### src/rtl/pipe_skid_stage_pkg.sv
// Shared types and constants for the elastic multi-lane pipeline stage.
// Default lane geometry, group struct and the occupancy encoding exposed on occ.
package pipe_skid_stage_pkg;

    localparam int unsigned LANES_DEF = 2;
    localparam int unsigned W_DEF     = 64;

    typedef logic [W_DEF-1:0] lane_payload_t;

    typedef struct packed {
        logic [LANES_DEF-1:0]       v;
        logic [LANES_DEF*W_DEF-1:0] d;
    } stage_grp_t;

    localparam logic [1:0] OCC_EMPTY = 2'd0;
    localparam logic [1:0] OCC_ONE   = 2'd1;
    localparam logic [1:0] OCC_TWO   = 2'd2;

    // Encoded so the state register doubles as the occ output.
    typedef enum logic [1:0] {
        StEmpty = OCC_EMPTY,
        StOne   = OCC_ONE,
        StTwo   = OCC_TWO
    } occ_state_e;

    function automatic logic grp_any_valid(input logic [LANES_DEF-1:0] v);
        return |v;
    endfunction

endpackage

### src/rtl/pipe_skid_stage.sv
// Multi-lane valid/ready pipeline register with a one-entry skid buffer,
// registered in_ready, global flush and per-lane kill of the held main entry.
module pipe_skid_stage
    import pipe_skid_stage_pkg::*;
#(
    parameter int unsigned LANES = LANES_DEF,
    parameter int unsigned W     = W_DEF
) (
    input  logic               clk,
    input  logic               rst,
    input  logic               flush,
    input  logic [LANES-1:0]   kill_mask,
    input  logic [LANES-1:0]   in_valid,
    input  logic [LANES*W-1:0] in_data,
    output logic               in_ready,
    output logic [LANES-1:0]   out_valid,
    output logic [LANES*W-1:0] out_data,
    input  logic               out_ready,
    output logic [1:0]         occ
);

    typedef struct packed {
        logic [LANES-1:0]   v;
        logic [LANES*W-1:0] d;
    } grp_t;

    grp_t       m_q, m_d;
    grp_t       s_q, s_d;
    grp_t       in_grp;
    occ_state_e st_q, st_d;
    logic       in_ready_q, in_ready_d;
    logic       in_fire, out_fire;
    logic [LANES-1:0] kept_v;

    always_comb begin
        in_grp.v = in_valid;
        in_grp.d = in_data;
        in_fire  = in_ready_q & (|in_valid);
        out_fire = out_ready & (|m_q.v);
        kept_v   = m_q.v & ~kill_mask;

        m_d  = m_q;
        s_d  = s_q;
        st_d = st_q;

        if (flush) begin
            m_d  = '0;
            s_d  = '0;
            st_d = StEmpty;
        end else begin
            unique case (st_q)
                StEmpty: begin
                    if (in_fire) begin
                        m_d  = in_grp;
                        st_d = StOne;
                    end
                end
                StOne: begin
                    if (out_fire || kept_v == '0) begin
                        // M leaves (consumed or fully killed); a new group refills it directly.
                        if (in_fire) begin
                            m_d = in_grp;
                        end else begin
                            m_d.v = '0;
                            st_d  = StEmpty;
                        end
                    end else begin
                        m_d.v = kept_v;
                        if (in_fire) begin
                            s_d  = in_grp;
                            st_d = StTwo;
                        end
                    end
                end
                StTwo: begin
                    if (out_fire || kept_v == '0) begin
                        m_d  = s_q;
                        s_d  = '0;
                        st_d = StOne;
                    end else begin
                        m_d.v = kept_v;
                    end
                end
                default: begin
                    m_d  = '0;
                    s_d  = '0;
                    st_d = StEmpty;
                end
            endcase
        end

        in_ready_d = (st_d != StTwo);
    end

    always_ff @(posedge clk) begin
        if (rst) begin
            m_q        <= '0;
            s_q        <= '0;
            st_q       <= StEmpty;
            in_ready_q <= 1'b1;
        end else begin
            m_q        <= m_d;
            s_q        <= s_d;
            st_q       <= st_d;
            in_ready_q <= in_ready_d;
        end
    end

    assign in_ready  = in_ready_q;
    assign out_valid = m_q.v;
    assign out_data  = m_q.d;
    assign occ       = st_q;

endmodule

### config.mk
export PLATFORM = sky130hd
export DESIGN_NAME = pipe_skid_stage
export DESIGN_NICKNAME = d
export VERILOG_FILES = /design/src/rtl/pipe_skid_stage_pkg.sv /design/src/rtl/pipe_skid_stage.sv
export SDC_FILE = /design/constraint.sdc
export NUM_CORES = 1
export LEC_CHECK = 0
export CORE_ASPECT_RATIO = 0.9
export CORE_MARGIN = 2
export CORE_UTILIZATION = 50
export CTS_CLUSTER_DIAMETER = 30
export DETAILED_ROUTE_END_ITERATION = 6
export GPL_TIMING_DRIVEN = 1
export PLACE_DENSITY = 0.81
export REMOVE_ABC_BUFFERS = 1
export SLEW_MARGIN = 15
export SYNTH_ARGS = -nofsm -noshare
export SYNTH_HDL_FRONTEND = slang
export SYNTH_SLANG_ARGS = --single-unit
### constraint.sdc
create_clock -name clk -period 2.3 [get_ports clk]
set_input_delay 0.345 -clock clk [delete_from_list [all_inputs] [get_ports clk]]
set_output_delay 0.345 -clock clk [all_outputs]
set_load 0.05 [all_outputs]
==> impl_results.html <==
<table>
<tr><th>Metric</th><th>Value</th></tr>
<tr><th colspan="2">Yosys</th></tr>
<tr><td>Number of flops mapped to enable cells by yosys</td><td>0</td></tr>
<tr><td>Library cell with the largest summed area after synthesis</td><td>sky130_fd_sc_hd__dfxtp_1</td></tr>
<tr><td>Most common cell in the netlist</td><td>sky130_fd_sc_hd__dfxtp_1</td></tr>
<tr><td>Synth top area share</td><td>48.33%</td></tr>
<tr><td>Biggest area contributors in the synthesized netlist</td><td>sky130_fd_sc_hd__dfxtp_1, sky130_fd_sc_hd__mux2_2, sky130_fd_sc_hd__o221ai_1</td></tr>
<tr><td>Yosys warns</td><td>0</td></tr>
<tr><td>Number of storage elements in the synthesis netlist</td><td>263</td></tr>
<tr><td>Count of cell types in the netlist</td><td>30</td></tr>
<tr><td>Async set or reset register ratio after synthesis</td><td>0%</td></tr>
<tr><td>Post-synthesis instance area</td><td>10,890 sq um</td></tr>
<tr><td>Most used flip-flop cell after synthesis</td><td>sky130_fd_sc_hd__dfxtp_1</td></tr>
<tr><td>Fraction of the yosys area taken by sequential cells</td><td>48.33%</td></tr>
<tr><td>Per-instance average area after synthesis</td><td>10.23 sq um</td></tr>
<tr><td>Top post-synthesis cells by count</td><td>sky130_fd_sc_hd__dfxtp_1, sky130_fd_sc_hd__a21oi_1, sky130_fd_sc_hd__nand2_1, sky130_fd_sc_hd__o221ai_1, sky130_fd_sc_hd__a22o_1</td></tr>
<tr><td>Cell count after synthesis</td><td>1,065</td></tr>
<tr><th colspan="2">Worst setup path</th></tr>
<tr><td>CP endpoint kind</td><td>output port</td></tr>
<tr><td>Delay of the slowest critical-path stage</td><td>0.86 ns</td></tr>
<tr><td>CP Launch Type</td><td>flop</td></tr>
<tr><td>Critical path's slowest cell</td><td>sky130_fd_sc_hd__clkdlybuf4s50_1</td></tr>
<tr><td>Worst endpoint required time</td><td>1.96 ns</td></tr>
<tr><td>CP Max Fanout</td><td>3</td></tr>
<tr><td>CP Data Arrival Time</td><td>1.76 ns</td></tr>
<tr><td>Top delay family on crit path</td><td>buffers and inverters</td></tr>
<tr><td>R2r setup slk</td><td>0.36 ns</td></tr>
<tr><td>Category of the most critical setup path</td><td>flop to output port</td></tr>
<tr><td>Number of buffer and inverter stages on the critical path</td><td>1</td></tr>
<tr><td>Cell Chain, Critical Path</td><td>clkdlybuf4s50_1</td></tr>
<tr><th colspan="2">Clock network</th></tr>
<tr><td>Cell at the root of the clock tree</td><td>sky130_fd_sc_hd__clkbuf_16</td></tr>
<tr><td>Number of CTS-inserted buffers</td><td>48</td></tr>
<tr><td>TritonCTS clock tree</td><td>yes</td></tr>
<tr><td>Post-CTS Hold Fix Bufs</td><td>0</td></tr>
<tr><td>Number of clock sinks</td><td>263</td></tr>
<tr><td>Number of levels the H-tree was split into</td><td>2</td></tr>
<tr><td>Clock latency on the worst-skew pair</td><td>0.53 ns</td></tr>
<tr><td>Clock-pin slew on the worst setup and hold paths</td><td>0.05 ns</td></tr>
<tr><td>Bufs on Longest Clock Path</td><td>3</td></tr>
<tr><th colspan="2">Place</th></tr>
<tr><td>Place WS</td><td>0.01073 ns</td></tr>
<tr><td>Number of port buffers</td><td>268</td></tr>
<tr><td>RD Place Congestion</td><td>0.8086</td></tr>
<tr><td>Post-DP HPWL</td><td>20,060 um</td></tr>
<tr><th colspan="2">Routing</th></tr>
<tr><td>Number of remaining DRC errors</td><td>0</td></tr>
<tr><td>Per-cell routed wire length</td><td>20.09 um</td></tr>
<tr><td>Count of antenna-violating nets left after detailed routing</td><td>0</td></tr>
<tr><td>Routed Wire Length</td><td>33,080 um</td></tr>
<tr><td>Per-cell via count in the routed design</td><td>6.046</td></tr>
<tr><td>Detailed-router iteration count before antenna repair</td><td>5</td></tr>
<tr><td>Detailed router's first-iteration violation count</td><td>736</td></tr>
<tr><td>Via count of the routed design</td><td>9,958</td></tr>
<tr><th colspan="2">Power and ir drop</th></tr>
<tr><td>Ratio of total power to cell area</td><td>852.4 nW/um^2</td></tr>
<tr><td>Sequential share of power</td><td>35.6%</td></tr>
<tr><td>Static Leakage</td><td>0.005954 uW</td></tr>
<tr><td>Internal Pwr Total</td><td>10,040 uW</td></tr>
<tr><td>Worst vdd ir</td><td>0.5881 mV</td></tr>
<tr><td>Sw Share</td><td>25.38%</td></tr>
<tr><td>Part of the power in combinational logic</td><td>11.9%</td></tr>
<tr><td>Clock network fraction of design power</td><td>52.5%</td></tr>
<tr><td>Sw Pwr</td><td>3415 uW</td></tr>
<tr><td>Power consumption</td><td>13,460 uW</td></tr>
<tr><th colspan="2">Global route</th></tr>
<tr><td>Total global-route track usage</td><td>27.69%</td></tr>
<tr><td>Initial antenna violation count</td><td>0</td></tr>
<tr><td>First-pass GRT wire length</td><td>52,510 um</td></tr>
<tr><td>Vias in the first global route</td><td>9,933</td></tr>
<tr><td>Overflow after GRT</td><td>0</td></tr>
<tr><td>Pin count of the biggest net entering global routing</td><td>79</td></tr>
<tr><th colspan="2">Floorplanning</th></tr>
<tr><td>Die area</td><td>22,990 sq um</td></tr>
<tr><td>Standard-cell rows</td><td>51</td></tr>
<tr><td>Area inside the core boundary</td><td>21,500 sq um</td></tr>
<tr><td>Count of boundary I/O pins</td><td>269</td></tr>
<tr><td>Die height</td><td>144.0 um</td></tr>
<tr><td>Die width</td><td>159.6 um</td></tr>
<tr><td>Initial core utilization</td><td>50.66%</td></tr>
<tr><th colspan="2">Timing</th></tr>
<tr><td>Worst slew pin tran</td><td>0.8367 ns</td></tr>
<tr><td>Final worst setup slack</td><td>0.1985 ns</td></tr>
<tr><td>Final count of negative-setup-slack endpoints</td><td>0</td></tr>
<tr><td>Fraction of the cycle the final worst path needs</td><td>91.37%</td></tr>
<tr><td>Achievable clock frequency</td><td>475.9 MHz</td></tr>
<tr><td>Worst clock skew</td><td>0.01210 ns</td></tr>
<tr><td>Number of slew-limit violations in the final report</td><td>0</td></tr>
<tr><td>Hold violation total from the final report</td><td>0</td></tr>
<tr><td>Unrepaired setup endpoints after global routing</td><td>no</td></tr>
<tr><td>Worst slew margin relative to its limit</td><td>44.22%</td></tr>
<tr><td>Worst hold-check slack</td><td>0.4451 ns</td></tr>
<tr><td>Min Clock Period, post-route</td><td>2.101 ns</td></tr>
<tr><th colspan="2">Run</th></tr>
<tr><td>Number of max-capacitance violations reported</td><td>0</td></tr>
<tr><th colspan="2">Outcome</th></tr>
<tr><td>Run status</td><td>finished, final reports clean</td></tr>
<tr><th colspan="2">Finish</th></tr>
<tr><td>Final design utilization</td><td>73.41%</td></tr>
<tr><td>NumNets Final</td><td>1,453</td></tr>
<tr><td>Layout cells sized above 1</td><td>20.06%</td></tr>
<tr><td>Number of antenna repair diodes</td><td>0</td></tr>
<tr><td>Number of filler cells placed in the layout</td><td>1,476</td></tr>
<tr><td>Layout area overhead</td><td>44.91%</td></tr>
<tr><th colspan="2">Worst hold path</th></tr>
<tr><td>Hold/Removal Path Class</td><td>input port to flop</td></tr>
</table>
[final timing paths]
check                from           end  depth (start not counted)
min          in_data[107]      s_q[107]                          2
max          out_data[11]  out_data[11]                          1
max reg2reg        occ[0]  out_data[11]                          6
min reg2reg        s_q[5]        s_q[5]                          1
[layer usage]
| metal | part of all wire (%) | track usage, % | vias up |
|---|---|---|---|
| met5 | 0 | 0 | - |
| met3 | 8.6 | 8.345 | 57 |
| met2 | 47 | 45.98 | 406 |
| met1 | 43 | 35.28 | 4893 |
| li1 | - | - | 4602 |
| met4 | 1.8 | 7.560 | 0 |
[kinds of logic after synthesis]
group	synth area share, %
AO/OA/AOI/OAI	28.01
buffers and inverters	4.961
AND/OR/NAND/NOR	5.467
flip-flops	48.33
multiplexers	13.23
[final cells by class]
cell class	count	area (sq um)	area share, %
clock buffer	64	1404	8.893
multi-input combinational	685	5137	32.54
tap	291	364.1	2.306
sequential	263	5269	33.38
timing repair buffer	316	3352	21.23
clock inverter	25	246.5	1.561
inverter	3	13.76	0.08718
[flip-flops by register name (all words and copies together) (netlist names)]
signal     cells
in_ready       1
occ            2
out_data     128
out_valid      2
s_q          130
[stage by stage]
step	std cells	area, sq um	TNS, ns
global route	1647	15790	0
global placement	1558	14140	0
CTS	1647	15790	0
finish	1647	15790	0
detailed placement	1558	14140	0
floorplan	951	10360	-1620.56
[power by group through the flow]
| stage | Combinational [uW] | Sequential, uW | Clock, uW |
|---|---|---|---|
| global placement | 1580 | 4870 | 0 |
| CTS | 1600 | 4790 | 7120 |
| finish | 1600 | 4790 | 7060 |
| global route | 1680 | 4810 | 7350 |
| floorplan | 388 | 5280 | 0 |
| detailed placement | 1590 | 4880 | 0 |
[cell usage in the layout (no fill, tap or decap), types with 2 or more instances in the layout]
cell,count
sky130_fd_sc_hd__clkdlybuf4s50_1,266
sky130_fd_sc_hd__dfxtp_1,262
sky130_fd_sc_hd__a21oi_1,133
sky130_fd_sc_hd__nand2_1,132
sky130_fd_sc_hd__o221ai_1,130
sky130_fd_sc_hd__a22o_1,129
sky130_fd_sc_hd__mux2_2,128
sky130_fd_sc_hd__clkbuf_16,50
sky130_fd_sc_hd__buf_12,25
sky130_fd_sc_hd__buf_4,24
sky130_fd_sc_hd__clkinv_2,14
sky130_fd_sc_hd__clkbuf_8,10
sky130_fd_sc_hd__nor2_1,4
sky130_fd_sc_hd__bufinv_16,4
sky130_fd_sc_hd__clkinvlp_4,4
sky130_fd_sc_hd__clkbuf_1,4
sky130_fd_sc_hd__nor2b_1,3
sky130_fd_sc_hd__o31ai_1,3
sky130_fd_sc_hd__nand3_1,3
sky130_fd_sc_hd__a32oi_1,2
sky130_fd_sc_hd__inv_1,2
sky130_fd_sc_hd__nand2b_1,2
sky130_fd_sc_hd__inv_6,2
[repair_timing]
| action | CTS | global route |
|---|---|---|
| resized for setup | 1 | 0 |
| setup buffers | 0 | 0 |
| endpoints found under the setup margin | 1 | 0 |
No activity file was read; power rests on OpenSTA's default activity.
